===== src/rtl/xgmii_rs_link_fault_if.sv =====
// XGMII data/control bundle between the MAC side and the RS link-fault block.
// master: the MAC/PHY environment driving RX and MAC TX words.
// slave:  the RS block consuming RX/MAC TX and producing the TX words to the PHY.
interface xgmii_rs_link_fault_if;
    logic [63:0] xgmii_rxd;
    logic [7:0]  xgmii_rxc;
    logic [63:0] xgmii_txd_in;
    logic [7:0]  xgmii_txc_in;
    logic [63:0] xgmii_txd;
    logic [7:0]  xgmii_txc;

    modport master (
        output xgmii_rxd, xgmii_rxc, xgmii_txd_in, xgmii_txc_in,
        input  xgmii_txd, xgmii_txc
    );

    modport slave (
        input  xgmii_rxd, xgmii_rxc, xgmii_txd_in, xgmii_txc_in,
        output xgmii_txd, xgmii_txc
    );
endinterface


===== src/rtl/xgmii_rs_link_fault.sv =====
// MAC-side Reconciliation Sublayer link-fault block for 64-bit XGMII.
// RX: detects local/remote fault Sequence ordered sets (two columns per clock,
// column A then column B) and tracks link status. TX: overrides MAC data with
// remote-fault or idle words while faulted, switching only on idle words.
// Optional fault statistics counters: define XGMII_FAULT_STATS_EN.
module xgmii_rs_link_fault #(
    parameter int C_SEQ_THRESH = 4,
    parameter int C_CLEAR_COLS = 128
) (
    input  logic                        clk156,
    input  logic                        reset,
    xgmii_rs_link_fault_if.slave        xgmii,
    output logic [1:0]                  link_fault,
    output logic                        link_up,
    input  logic                        rs_ovr_disable,
    input  logic                        stat_clr,
    output logic [15:0]                 stat_local_cnt,
    output logic [15:0]                 stat_remote_cnt
);
    localparam int SEQ_W = $clog2(C_SEQ_THRESH + 1);
    localparam logic [1:0]  LF_OK     = 2'b00;
    localparam logic [1:0]  LF_LOCAL  = 2'b01;
    localparam logic [1:0]  LF_REMOTE = 2'b10;
    localparam logic [63:0] IDLE_WORD = 64'h0707070707070707;
    localparam logic [63:0] RF_WORD   = 64'h0200009C_0200009C;

    typedef enum logic {TX_PASS, TX_FAULT} tx_state_t;

    // Classify one 32-bit column: LF_LOCAL/LF_REMOTE for a fault sequence, LF_OK otherwise.
    function automatic logic [1:0] col_type(input logic [31:0] d, input logic [3:0] c);
        if (c == 4'b0001 && d[7:0] == 8'h9C && d[15:8] == 8'h00 && d[23:16] == 8'h00) begin
            if (d[31:24] == 8'h01) return LF_LOCAL;
            if (d[31:24] == 8'h02) return LF_REMOTE;
        end
        return LF_OK;
    endfunction

    logic [1:0]       lf_q, lf_d;
    logic [1:0]       last_q, last_d;
    logic [SEQ_W-1:0] seq_q, seq_d;
    logic [7:0]       col_q, col_d;
    logic [1:0]       col_t [2];
    tx_state_t        state_q, state_d;
    logic [63:0]      txd_q, txd_d;
    logic [7:0]       txc_q, txc_d;
    logic             tx_idle;

    assign col_t[0] = col_type(xgmii.xgmii_rxd[31:0],  xgmii.xgmii_rxc[3:0]);
    assign col_t[1] = col_type(xgmii.xgmii_rxd[63:32], xgmii.xgmii_rxc[7:4]);
    assign tx_idle  = (xgmii.xgmii_txc_in == 8'hFF) && (xgmii.xgmii_txd_in == IDLE_WORD);

    // Fault state machine: apply column A, then column B, to the registered state.
    always_comb begin
        lf_d   = lf_q;
        last_d = last_q;
        seq_d  = seq_q;
        col_d  = col_q;
        for (int i = 0; i < 2; i++) begin
            if (col_t[i] != LF_OK) begin
                if (col_t[i] == last_d) begin
                    if (seq_d < SEQ_W'(C_SEQ_THRESH)) seq_d = seq_d + 1'b1;
                end else begin
                    last_d = col_t[i];
                    seq_d  = SEQ_W'(1);
                end
                col_d = '0;
                if (seq_d == SEQ_W'(C_SEQ_THRESH)) lf_d = last_d;
            end else begin
                if (col_d < 8'(C_CLEAR_COLS)) col_d = col_d + 1'b1;
                if (col_d == 8'(C_CLEAR_COLS)) begin
                    seq_d = '0;
                    lf_d  = LF_OK;
                end
            end
        end
    end

    // RX fault-tracking state registers.
    always_ff @(posedge clk156 or posedge reset) begin
        if (reset) begin
            lf_q   <= LF_LOCAL;
            last_q <= LF_LOCAL;
            seq_q  <= '0;
            col_q  <= '0;
        end else begin
            lf_q   <= lf_d;
            last_q <= last_d;
            seq_q  <= seq_d;
            col_q  <= col_d;
        end
    end

    // TX next state and output word; state changes only on an idle MAC word.
    always_comb begin
        state_d = state_q;
        txd_d   = IDLE_WORD;
        txc_d   = 8'hFF;
        case (state_q)
            TX_PASS: begin
                txd_d = xgmii.xgmii_txd_in;
                txc_d = xgmii.xgmii_txc_in;
                if (lf_q != LF_OK && !rs_ovr_disable && tx_idle) state_d = TX_FAULT;
            end
            default: begin
                if (lf_q == LF_LOCAL) begin
                    txd_d = RF_WORD;
                    txc_d = 8'h11;
                end
                if ((lf_q == LF_OK || rs_ovr_disable) && tx_idle) state_d = TX_PASS;
            end
        endcase
    end

    // TX state and registered output word.
    always_ff @(posedge clk156 or posedge reset) begin
        if (reset) begin
            state_q <= TX_FAULT;
            txd_q   <= IDLE_WORD;
            txc_q   <= 8'hFF;
        end else begin
            state_q <= state_d;
            txd_q   <= txd_d;
            txc_q   <= txc_d;
        end
    end

    assign xgmii.xgmii_txd = txd_q;
    assign xgmii.xgmii_txc = txc_q;
    assign link_fault      = lf_q;
    assign link_up         = (lf_q == LF_OK);

`ifdef XGMII_FAULT_STATS_EN
    logic [15:0] loc_cnt_q, loc_cnt_d;
    logic [15:0] rem_cnt_q, rem_cnt_d;

    // Count entries into local/remote fault; clear wins over increment.
    always_comb begin
        loc_cnt_d = loc_cnt_q;
        rem_cnt_d = rem_cnt_q;
        if (lf_d == LF_LOCAL && lf_q != LF_LOCAL && loc_cnt_q != 16'hFFFF)
            loc_cnt_d = loc_cnt_q + 1'b1;
        if (lf_d == LF_REMOTE && lf_q != LF_REMOTE && rem_cnt_q != 16'hFFFF)
            rem_cnt_d = rem_cnt_q + 1'b1;
        if (stat_clr) begin
            loc_cnt_d = '0;
            rem_cnt_d = '0;
        end
    end

    // Statistics counter registers.
    always_ff @(posedge clk156 or posedge reset) begin
        if (reset) begin
            loc_cnt_q <= '0;
            rem_cnt_q <= '0;
        end else begin
            loc_cnt_q <= loc_cnt_d;
            rem_cnt_q <= rem_cnt_d;
        end
    end

    assign stat_local_cnt  = loc_cnt_q;
    assign stat_remote_cnt = rem_cnt_q;
`else
    logic unused_stat_clr;
    assign unused_stat_clr = stat_clr;
    assign stat_local_cnt  = 16'h0000;
    assign stat_remote_cnt = 16'h0000;
`endif
endmodule


===== src/flat_wrapper.sv =====
// flat-port wrapper written by rule: the top's interface ports become plain ports
module xgmii_rs_link_fault_flat 
#(
    parameter int C_SEQ_THRESH = 4,
    parameter int C_CLEAR_COLS = 128
)
  (clk156, reset, link_fault, link_up, rs_ovr_disable, stat_clr, stat_local_cnt, stat_remote_cnt, xgmii_xgmii_rxd, xgmii_xgmii_rxc, xgmii_xgmii_txd_in, xgmii_xgmii_txc_in, xgmii_xgmii_txd, xgmii_xgmii_txc);
  xgmii_rs_link_fault_if xgmii_i ();
  input  logic clk156;
  input  logic reset;
  output logic [1:0] link_fault;
  output logic link_up;
  input  logic rs_ovr_disable;
  input  logic stat_clr;
  output logic [15:0] stat_local_cnt;
  output logic [15:0] stat_remote_cnt;
  input wire logic [$bits(xgmii_i.xgmii_rxd)-1:0] xgmii_xgmii_rxd;
  input wire logic [$bits(xgmii_i.xgmii_rxc)-1:0] xgmii_xgmii_rxc;
  input wire logic [$bits(xgmii_i.xgmii_txd_in)-1:0] xgmii_xgmii_txd_in;
  input wire logic [$bits(xgmii_i.xgmii_txc_in)-1:0] xgmii_xgmii_txc_in;
  output wire logic [$bits(xgmii_i.xgmii_txd)-1:0] xgmii_xgmii_txd;
  output wire logic [$bits(xgmii_i.xgmii_txc)-1:0] xgmii_xgmii_txc;
  assign xgmii_i.xgmii_rxd = xgmii_xgmii_rxd;
  assign xgmii_i.xgmii_rxc = xgmii_xgmii_rxc;
  assign xgmii_i.xgmii_txd_in = xgmii_xgmii_txd_in;
  assign xgmii_i.xgmii_txc_in = xgmii_xgmii_txc_in;
  assign xgmii_xgmii_txd = xgmii_i.xgmii_txd;
  assign xgmii_xgmii_txc = xgmii_i.xgmii_txc;
  xgmii_rs_link_fault #(.C_SEQ_THRESH(C_SEQ_THRESH), .C_CLEAR_COLS(C_CLEAR_COLS)) u_core (.clk156(clk156), .reset(reset), .xgmii(xgmii_i), .link_fault(link_fault), .link_up(link_up), .rs_ovr_disable(rs_ovr_disable), .stat_clr(stat_clr), .stat_local_cnt(stat_local_cnt), .stat_remote_cnt(stat_remote_cnt));
endmodule

===== config.mk =====
export PLATFORM = sky130hd
export DESIGN_NAME = xgmii_rs_link_fault_flat
export DESIGN_NICKNAME = d
export VERILOG_FILES = /design/src/rtl/xgmii_rs_link_fault_if.sv /design/src/rtl/xgmii_rs_link_fault.sv /design/src/flat_wrapper.sv
export SDC_FILE = /design/constraint.sdc
export NUM_CORES = 1
export LEC_CHECK = 0
export BUFFER_PORTS_ARGS = -buffer_cell sky130_fd_sc_hd__buf_2
export CAP_MARGIN = 15
export CORE_UTILIZATION = 48
export CTS_BUF_LIST = sky130_fd_sc_hd__clkbuf_4 sky130_fd_sc_hd__clkbuf_8 sky130_fd_sc_hd__clkbuf_16
export CTS_CLUSTER_SIZE = 16
export DETAILED_ROUTE_END_ITERATION = 10
export PLACE_DENSITY = 0.83
export SYNTH_ARGS = -nofsm -noshare
export SYNTH_HDL_FRONTEND = slang
export SYNTH_SLANG_ARGS = --single-unit

===== constraint.sdc =====
create_clock -name clk156 -period 5.58 [get_ports clk156]
set_input_delay 0 -clock clk156 [delete_from_list [all_inputs] [get_ports clk156]]
set_output_delay 0 -clock clk156 [all_outputs]
set_load 0.005 [all_outputs]

# Word level (Yosys, flattened, before mapping)
# Index checks and enable logic that the tools add are counted.
dict set report totals {
  input_bits 148
  wordCells 105
  register_bits 88
}
dict set report op_classes {
  reduce_logical 20
  addsub 4
  mux 53
  n_eq_ne 17
  order_cmp 4
}
# cell n
set op_table {}
lappend op_table {{== test 64 x 59 -> 1 bit, second input constant} 1}
lappend op_table {{two-way mux 64 bit} 1}
lappend op_table {{two-way mux 8 bit} 8}
lappend op_table {{two-way mux 59 bit} 1}
lappend op_table {{== test 8 bit, second input constant} 5}
lappend op_table {{two-way mux 2 bit} 20}
lappend op_table {{logical NOT 8 bit} 4}
lappend op_table {{two-way mux 3 bit} 10}
lappend op_table {{adder 8 x 1 -> 8 bit, second input constant} 2}
lappend op_table {{== test 8 x 1 -> 1 bit, second input constant} 2}
lappend op_table {{== test 8 x 2 -> 1 bit, second input constant} 2}
lappend op_table {{< comparator 8 bit, second input constant} 2}
lappend op_table {{two-way mux 1 bit} 13}
lappend op_table {{logical AND 1 bit} 10}
lappend op_table {{== test 4 x 1 -> 1 bit, second input constant} 2}
lappend op_table {{adder 3 x 1 -> 3 bit, second input constant} 2}
lappend op_table {{== test 3 bit, second input constant} 2}
lappend op_table {{< comparator 3 bit, second input constant} 2}
lappend op_table {{nonzero test 2 bit} 3}
lappend op_table {{== test 2 bit} 2}
lappend op_table {{== test 2 x 1 -> 1 bit, second input constant} 1}
lappend op_table {{logical NOT 2 bit} 1}
lappend op_table {{logical NOT 1 bit} 1}
lappend op_table {{logical OR 1 bit} 1}

# Longest topological paths before layout
# Gate-level depths: netlist of the first run.
dict set report logic_depth {
  word_depth 20
  mapped_depth 13
  ltp_nobuf 13
}

# Worst setup path after synthesis of the first run
# Ideal clock, no wire load.
dict set report synth_path {
  path_kind {register to register}
  from {reg u_core.col_q[1]}
  to {reg u_core.seq_q[0]}
  synth_period_minus_slack_ns 2.932
  stages_incl_launch_ff 11
  setup_ns 0.121
  arrival_time_ns 2.811
  path_buffers 0
  slack_ns 2.648
  path_cell_list {dfrtp_1 -> ha_1 -> mux2_1 -> and2_1 -> ha_1 -> and2_4 -> or4_1 -> a211oi_2 -> a31oi_2 -> a21o_1 -> a22o_1}
}
dict set report synth_between {
  elab_chain_cells 11
}
# item line_no
set synth_lines {}
lappend synth_lines {{start, declared} xgmii_rs_link_fault.sv:41} ;# logic [7:0] col_q, col_d;
lappend synth_lines {{start signal, assigned} xgmii_rs_link_fault.sv:89} ;# col_q <= col_d;
lappend synth_lines {{adder 8 x 1 -> 8 bit / < comparator 8 bit (equally long branches)} xgmii_rs_link_fault.sv:69} ;# if (col_d < 8'(C_CLEAR_COLS)) col_d = col_d + 1'b1;
lappend synth_lines {{two-way mux 8 bit (*)} xgmii_rs_link_fault.sv:69}
lappend synth_lines {{two-way mux 8 bit (*)} xgmii_rs_link_fault.sv:59} ;# if (col_t[i] != LF_OK) begin
lappend synth_lines {{branches (longest 7 deep; another with adder 8 x 1 -> 8 bit)} n/a}
lappend synth_lines {{two-way mux 3 bit (*)} xgmii_rs_link_fault.sv:59}
lappend synth_lines {{net u_core.seq_d[0]} xgmii_rs_link_fault.sv:40} ;# logic [SEQ_W-1:0] seq_q, seq_d;
lappend synth_lines {{end signal, assigned} xgmii_rs_link_fault.sv:88} ;# seq_q <= seq_d;
lappend synth_lines {{end, declared} xgmii_rs_link_fault.sv:40}
# Mark *: on every way through the listed nets, which the timed path passes. The select of a mux whose other input is x is not followed.

# Final worst setup path of the first run
dict set report layout_path {
  from {reg u_core.col_q[0]}
  to {reg u_core.seq_q[0]}
}
# Same word-level chain as after synthesis.

==> flow_summary.yaml, run 1 <==
routing:
  drtIter0Drc: 224
  num_vias: 4645
  dr.pass1.iters: 4
  drcViolationCount: 0
  viasPerCell: 5.38
  ant_nets: 0
  finalWirelength_um: 15500
  post_drt_wl_per_cell_um: 18.0
floorplan:
  die_h_um: 99.6
  fp.dieArea_sq_um: 9920
  rows: 35
  core_area_sq_um: 9240
  initial_core_util_pct: 49.5
  die_w_um: 99.6
  ioPinCount: 255
worst_setup_path:
  cp-end-kind: "flop"
  critical_path.max_stage_delay_ps: 600
  critPathTopFamily: "simple AND/OR/NAND/NOR gates"
  worst-path-buf-inv: 0
  cp-start-kind: "flop"
  crit_type: "flop to flop"
  cp_common_cell: "ha_1"
  crit_required_ps: 5830
  crit_fanout: 12
  arrival_ps: 3590
  crit_chain: "ha_1 > mux2_1 > and2_1 > ha_1 > and2_4 > or4_1 > a211oi_2 > a31oi_2 > a21o_1 > a22o_1"
  cp_slowest_cell: "dfrtp_1"
clock_tree:
  cts_buffer_depth: 2
  cts_resized: 0
  cts.sinks: 88
  cts_tree: "built"
  clk_latency_ps: 360
  post_cts_buffers: 0
  cts_root_buffer: "clkbuf_8"
  cts_buffers: 9
  clk_pin_slew_ps: 90
  ctsHoldBuffers: 73
  htreeDepth: 3
synth:
  synth_area_per_cell_sq_um: 10.5
  synth_top_cell_by_area: "dfrtp_1"
  synthCells: 434
  yosysUniqueCellTypes: 68
  synth_edf_count: 0
  ys.flop_type: "dfrtp_1"
  synth_top_area_share_pct: 29.0
  async_reset_ff_share_pct: 100
  yosysMostFrequentCell: "dfrtp_1"
  ys_top_cells_by_count: "dfrtp_1, nor2b_1, buf_4, dfstp_2"
  seq_area_frac_synth_pct: 49.1
  ys_top_cells_by_area: "dfrtp_1, dfstp_2, buf_4, nor2b_1, o21a_1"
  synth_seq_cells: 88
  yosysWarnings: 0
  netlist_area_sq_um: 4570
sta:
  hold_viol_final: 0
  slew_headroom_pct: 35.3
  final.setup.tns_ps: 0
  setup_violations: 0
  min_period_ps: 3340
  fmax_ghz: 0.299
  setup_slack_ps: 2240
  drv_slew: 0
  finClkSkew_ps: 8.21
  min_period_over_period_pct: 59.9
  worstMarginPinSlew_ps: 965
  rsz0062_at_grt: "false"
grt:
  grt_pass1_vias: 4709
  track_usage_pct: 31.1
  grt_pass1_wl_um: 23400
  grt_max_degree: 89
  antenna_found_initial: 3
  gr-total-overflow: 0
cells_and_area:
  drive_gt1_share_pct: 41.0
  fin_nets: 879
  seq_area_sq_um: 2250
  syn2layout_area_growth_pct: 45.1
  multi_input_area_sq_um: 2080
  fillers: 621
pwr:
  power.density_nw_per_um2: 197
  p_leak_nw: 3.04
  ir_worst_vdd_uv: 107
place:
  dp_hpwl_um: 9300
  post-place-ws_ps: 2270
  routabilityCongestion: 0.895
  portBuffers: 221
job:
  maxCapViolations: 0
worst_hold_path:
  min_path_type: "input pin to flop"
status:
  outcome: "finished, final reports clean"
-- per-stage QoR --
step / power, mW / util, % / hold WS (ps) / cells / area [sq um]
finish: 1.31 / 71.8 / 17.8 / 864 / 6640
global route: 1.36 / 71.8 / 38.1 / 864 / 6640
CTS: 1.30 / 71.3 / 5.10 / 859 / 6590
detailed placement: 0.839 / 61.4 / 163 / 770 / 5670
global placement: 0.833 / 61.4 / 158 / 770 / 5670
floorplan: 0.756 / - / 62.7 / 465 / 4690
-- placed cells by master, fill, tap and decap left out, types with 4 or more instances in the layout --
cell type / n
buf_2: 221
dlygate4sd3_1: 74
dfrtp_1: 53
nor2b_1: 37
dfstp_2: 35
conb_1: 32
o21a_1: 26
nor2_1: 26
nand2_1: 22
nor4_1: 18
nand4_1: 16
o21ai_0: 14
inv_1: 11
nor4b_1: 10
clkbuf_8: 10
nand3_1: 8
or2_2: 7
xnor2_1: 7
a21oi_1: 7
nor3_1: 6
xor2_1: 5
nor4bb_1: 5
a31oi_1: 5
nor3b_1: 4
ha_1: 4
buf_4: 4
-- path summary, 6_finish.rpt --
path / start / endpoint / slack, ps / depth (start not counted)
worst max register to register: u_core.col_q[0] / u_core.seq_q[0] / 2240 / 10
worst min-delay path: xgmii_xgmii_rxd[59] / u_core.link_fault[1] / 20 / 4
max in group asynchronous: reset / u_core.xgmii.xgmii_txc[2] / 4730 / 5
worst max-delay path: u_core.col_q[0] / u_core.seq_q[0] / 2240 / 10
worst min register to register: u_core.last_q[0] / u_core.last_q[0] / 590 / 2
min in group asynchronous: reset / u_core.xgmii.xgmii_txd[35] / 200 / 4
-- final cells by class --
cell class                      instances  area share (%)
Antenna cell                            3           0.113
Clock inverter                          6           0.773
Inverter                               12           0.698
Clock buffer                           10            2.07
Timing Repair Buffer                  300            28.7
Multi-Input combinational cell        316            31.4
Sequential cell                        88            33.8
Tap cell                              129            2.43
-- sequential cells by signal, indices dropped and copies added (netlist names), named ones only --
| register | cells |
|---|---|
| u_core.xgmii.xgmii_txc | 8 |
| u_core.xgmii.xgmii_txd | 64 |
| u_core.seq_q | 3 |
| u_core.col_q | 8 |
| u_core.link_fault | 2 |
| u_core.last_q | 2 |
-- logic make-up (layout without fill, tap and decap cells) --
family                   count (synthesis)  count (layout)  synth area share, %
AO/OA/AOI/OAI                           76              76                 12.4
buffers and inverters                   61             328                 7.91
XOR/XNOR                                13              13                 2.65
multiplexers                             3               3                0.684
AND/OR/NAND/NOR                        188             188                 26.0
other                                    1              35               0.0820
flip-flops                              88              88                 49.1
adder cells (fa/ha/maj)                  4               4                 1.09
-- power by group --
| part | internal [mW] | switching [mW] |
|---|---|---|
| Sequential | 0.673 | 0.00964 |
| Combinational | 0.112 | 0.0910 |
| Clock | 0.179 | 0.244 |
-- layer usage --
metal  track usage, %  part of all wire, %
met1             30.1                   34
met2             58.3                   53
met3             6.82                  6.3
met4             22.2                  5.9
met5                0                    0
-- tightest hold or removal path, stage by stage --
cell and delay [ps]:
buf_2 100, nor4b_2 60, nand4_1 80, nand3_1 80
(Power assumes the default switching activity.)
==> run 2: changes to the inputs <==
--- a/config.mk
+++ b/config.mk
@@ -7,11 +7,11 @@
 export LEC_CHECK = 0
 export BUFFER_PORTS_ARGS = -buffer_cell sky130_fd_sc_hd__buf_2
 export CAP_MARGIN = 15
-export CORE_UTILIZATION = 48
+export CORE_UTILIZATION = 45
 export CTS_BUF_LIST = sky130_fd_sc_hd__clkbuf_4 sky130_fd_sc_hd__clkbuf_8 sky130_fd_sc_hd__clkbuf_16
 export CTS_CLUSTER_SIZE = 16
 export DETAILED_ROUTE_END_ITERATION = 10
-export PLACE_DENSITY = 0.83
+export PLACE_DENSITY = 0.78
 export SYNTH_ARGS = -nofsm -noshare
 export SYNTH_HDL_FRONTEND = slang
 export SYNTH_SLANG_ARGS = --single-unit
==> constraint.sdc (replaced) <==
create_clock -name clk156 -period 3.1 [get_ports clk156]
set_input_delay 0 -clock clk156 [delete_from_list [all_inputs] [get_ports clk156]]
set_output_delay 0 -clock clk156 [all_outputs]
set_load 0.005 [all_outputs]
==> flow_summary.yaml, run 2 (same netlist as run 1, synthesis figures left out) <==
sta:
  final.setup.tns_ps: 0
  fmax_ghz: 0.335
  setup_violations: 0
  slew_headroom_pct: 38.9
  drv_slew: 0
  hold_viol_final: 0
  finClkSkew_ps: 10.4
  worstMarginPinSlew_ps: 916
  min_period_over_period_pct: 96.3
  min_period_ps: 2980
grt:
  grt_pass1_wl_um: 21500
  gr-total-overflow: 0
  grt_pass1_vias: 4475
  grt_max_degree: 57
  antenna_found_initial: 0
  track_usage_pct: 27.6
cells_and_area:
  drive_gt1_share_pct: 42.2
  largest_reg_flops: 64
  final_cell_mix: "buf_2, dlygate4sd3_1, dfrtp_1"
  syn2layout_area_growth_pct: 46.9
  diodes: 0
  fin_nets: 889
  final_common_cell: "buf_2"
floorplan:
  core_area_sq_um: 9820
  rows: 36
  initial_core_util_pct: 46.6
  die_h_um: 103
  fp.dieArea_sq_um: 10600
  die_w_um: 103
  ioPinCount: 255
worst_hold_path:
  min_path_type: "input pin to flop"
routing:
  post_drt_wl_per_cell_um: 16.7
  drtIter0Drc: 105
  num_vias: 4544
  dr.pass1.iters: 4
  finalWirelength_um: 14600
  ant_nets: 0
  viasPerCell: 5.19
  drcViolationCount: 0
pwr:
  power_mw: 2.32
  ir_worst_vdd_uv: 206
  power.density_nw_per_um2: 346
  p_leak_nw: 3.09
place:
  portBuffers: 221
  dp_hpwl_um: 9600
  routabilityCongestion: 0.983
worst_setup_path:
  crit_required_ps: 3340
  r2r_slack_ps: 120
  crit_fanout: 5
  cp-start-kind: "flop"
  crit_type: "flop to flop"
  cp-end-kind: "flop"
  arrival_ps: 3230
clock_tree:
  clk_pin_slew_ps: 80
  cts_buffers: 9
  clk_latency_ps: 350
  cts_root_buffer: "clkbuf_8"
  cts.sinks: 88
  cts_buffer_depth: 2
  htreeDepth: 3
  cts_tree: "built"
job:
  maxCapViolations: 0
status:
  outcome: "finished, final reports clean"
==> run 2: repair_timing <==
item | CTS | global route
endpoints found under the hold margin | 95 | 0
gates resized for setup | 0 | 5
endpoints found under the setup margin | 0 | 3
buffers inserted | 0 | 2
hold buffers | 75 | 0
==> run 2: area by class of cell <==
cell class | count | area (sq um)
Inverter | 12 | 46.3
Timing Repair Buffer | 310 | 1960
Fill cell | 729 | 3100
Clock buffer | 12 | 159
Clock inverter | 4 | 26.3
Multi-Input combinational cell | 316 | 2110
Tap cell | 133 | 166
Sequential cell | 88 | 2250
==> run 2: path summary, 6_finish.rpt <==
kind	depth (start not counted)	to	startpoint
worst max register to register	10	u_core.seq_q[0]	u_core.col_q[0]
max in group asynchronous	4	u_core.xgmii.xgmii_txc[7]	reset
worst min-delay path	4	u_core.link_fault[1]	xgmii_xgmii_rxd[59]
worst min register to register	2	u_core.last_q[1]	u_core.last_q[1]
min in group asynchronous	3	u_core.xgmii.xgmii_txd[52]	reset
worst max-delay path	10	u_core.seq_q[0]	u_core.col_q[0]
==> run 2: where the power goes <==
part	internal (mW)	switching [mW]
Combinational	0.200	0.159
Clock	0.345	0.394
Sequential	1.21	0.0148
==> run 2: per-stage QoR <==
stage	cells	hold WS (ps)	worst slack, ps	instance area (sq um)	util, %
global route	875	15.8	-4.19	6720	68.4
global placement	782	96.5	153	5740	58.4
finish	875	22.1	116	6720	68.4
detailed placement	782	116	42.2	5740	58.4
CTS	873	1.93	63.0	6670	67.9
floorplan	465	62.7	168	4690	-
==> run 2: layer usage <==
metal	global-route usage (%)	part of all wire [%]	up-vias	wire length (um)
met4	16.8	4.4	0	636
li1	-	-	2088	-
met1	27.5	35	2136	5130
met3	7.25	7.2	57	1050
met5	0	0	-	0
met2	51.2	53	263	7770
==> run 2: critical path, cell delays in order (launching register included) <==
cell,delay [ps]
dfrtp_1,420
ha_4,260
mux2_2,280
and2_1,160
ha_1,220
and2_4,150
or4_1,540
a211oi_2,300
a31oi_4,150
a21o_1,170
a22o_1,220
==> run 3: changes to the inputs <==
--- a/config.mk
+++ b/config.mk
@@ -11,6 +11,7 @@
 export CTS_BUF_LIST = sky130_fd_sc_hd__clkbuf_4 sky130_fd_sc_hd__clkbuf_8 sky130_fd_sc_hd__clkbuf_16
 export CTS_CLUSTER_SIZE = 16
 export DETAILED_ROUTE_END_ITERATION = 10
+export MAX_ROUTING_LAYER = met4
 export PLACE_DENSITY = 0.78
 export SYNTH_ARGS = -nofsm -noshare
 export SYNTH_HDL_FRONTEND = slang
==> flow_summary.yaml, run 3 (same netlist as run 1, synthesis figures left out) <==
status:
  outcome: "finished, final reports clean"
worst_setup_path:
  cp-start-kind: "flop"
  critical_path.max_stage_delay_ps: 540
  crit_fanout: 5
  critPathTopFamily: "simple AND/OR/NAND/NOR gates"
  crit_required_ps: 3340
  cp-end-kind: "flop"
  arrival_ps: 3230
  cp_slowest_cell: "or4_1"
  crit_type: "flop to flop"
  worst-path-buf-inv: 0
  crit_chain: "ha_4 > mux2_2 > and2_1 > ha_1 > and2_4 > or4_1 > a211oi_2 > a31oi_4 > a21o_1 > a22o_1"
pwr:
  p_leak_nw: 3.09
  power.density_nw_per_um2: 346
  ir_worst_vdd_uv: 207
floorplan:
  ioPinCount: 255
  core_area_sq_um: 9820
  die_h_um: 103
  rows: 36
  initial_core_util_pct: 46.6
  die_w_um: 103
  fp.dieArea_sq_um: 10600
grt:
  grt_pass1_vias: 4442
  track_usage_pct: 27.9
  gr-total-overflow: 0
  antenna_found_initial: 0
  grt_pass1_wl_um: 21100
  grt_max_degree: 57
cells_and_area:
  final_cell_mix: "buf_2, dlygate4sd3_1, dfrtp_1"
  fin_nets: 889
  final_util_pct: 68.4
  drive_gt1_share_pct: 42.2
  diodes: 0
  fillers: 729
  layout.cells.non_filler: 875
  multi_input_area_sq_um: 2110
  syn2layout_area_growth_pct: 46.9
  final_common_cell: "buf_2"
  largest_reg_flops: 64
  seq_area_sq_um: 2250
routing:
  viasPerCell: 5.19
  num_vias: 4545
  drcViolationCount: 0
  finalWirelength_um: 14600
  drtIter0Drc: 127
  dr.pass1.iters: 4
  ant_nets: 0
  post_drt_wl_per_cell_um: 16.6
place:
  dp.cells: 782
  post-place-ws_ps: 42.2
  routabilityCongestion: 1.00
  portBuffers: 221
  dp_hpwl_um: 9600
sta:
  fmax_ghz: 0.335
  min_period_ps: 2990
  slew_headroom_pct: 39.3
  drv_slew: 0
  hold_viol_final: 0
  worstMarginPinSlew_ps: 911
  min_period_over_period_pct: 96.3
  setup_slack_ps: 113
  setup_violations: 0
  finClkSkew_ps: 9.85
clock_tree:
  cts_root_buffer: "clkbuf_8"
  cts_tree: "built"
  clk_pin_slew_ps: 80
  clk_latency_ps: 350
  cts.sinks: 88
  htreeDepth: 3
  cts_buffer_depth: 2
  cts_buffers: 9
worst_hold_path:
  min_path_type: "input pin to flop"
job:
  maxCapViolations: 0
-- run 3: cell counts in the layout (fill, tap and decap cells not counted) --
No cell type changed its count.
-- run 3: cell type report --
class / instances / share of cell area (%)
clock buffers: 12 / 2.37
well taps: 133 / 2.48
multi-input cells: 316 / 31.4
clock inverters: 4 / 0.391
flip-flops and latches: 88 / 33.5
repair buffers: 310 / 29.2
inverters: 12 / 0.689
-- run 3: worst paths after layout --
kind	cells past startpoint	from	slack [ps]	to
min in group asynchronous	3	reset	280	u_core.xgmii.xgmii_txd[5]
worst min register to register	2	u_core.last_q[1]	580	u_core.last_q[1]
worst max register to register	10	u_core.col_q[0]	110	u_core.seq_q[0]
worst max-delay path	10	u_core.col_q[0]	110	u_core.seq_q[0]
worst min-delay path	4	xgmii_xgmii_rxd[59]	20	u_core.link_fault[1]
max in group asynchronous	4	reset	1970	u_core.xgmii.xgmii_txc[7]
-- run 3: timing repair --
action,in CTS,in global routing
hold endpoints to repair,95,0
hold buffers,75,0
gates resized for setup,0,5
buffers inserted,0,2
endpoints found under the setup margin,0,3
-- run 3: stage by stage --
stage	hold WS [ps]	TNS, ps	power (mW)	area (sq um)
after global routing	15.8	-4.19	2.44	6720
after floorplan	62.7	0	1.36	4690
after CTS	1.93	0	2.33	6670
final	23.6	0	2.32	6720
after detailed placement	116	0	1.51	5740
after global placement	96.5	0	1.51	5740
-- run 3: worst min-delay path, delay by kind of cell --
family	cells	cell delay (ps)
buffers and inverters	1	110
AND/OR/NAND/NOR	3	230
-- run 3: power by group --
group / leakage, nW / internal [mW] / switching, mW / total (mW)
clock network: 0.0962 / 0.345 / 0.394 / 0.738
registers: 0.982 / 1.21 / 0.0150 / 1.23
logic: 2.01 / 0.200 / 0.159 / 0.359
-- run 3: layer usage --
layer	up-vias	GRT usage [%]	share of wire, %
met2	255	52.2	54
met3	55	6.24	6.8
li1	2088	-	-
met4	0	15.1	4.1
met5	-	-	0
met1	2147	26.4	35
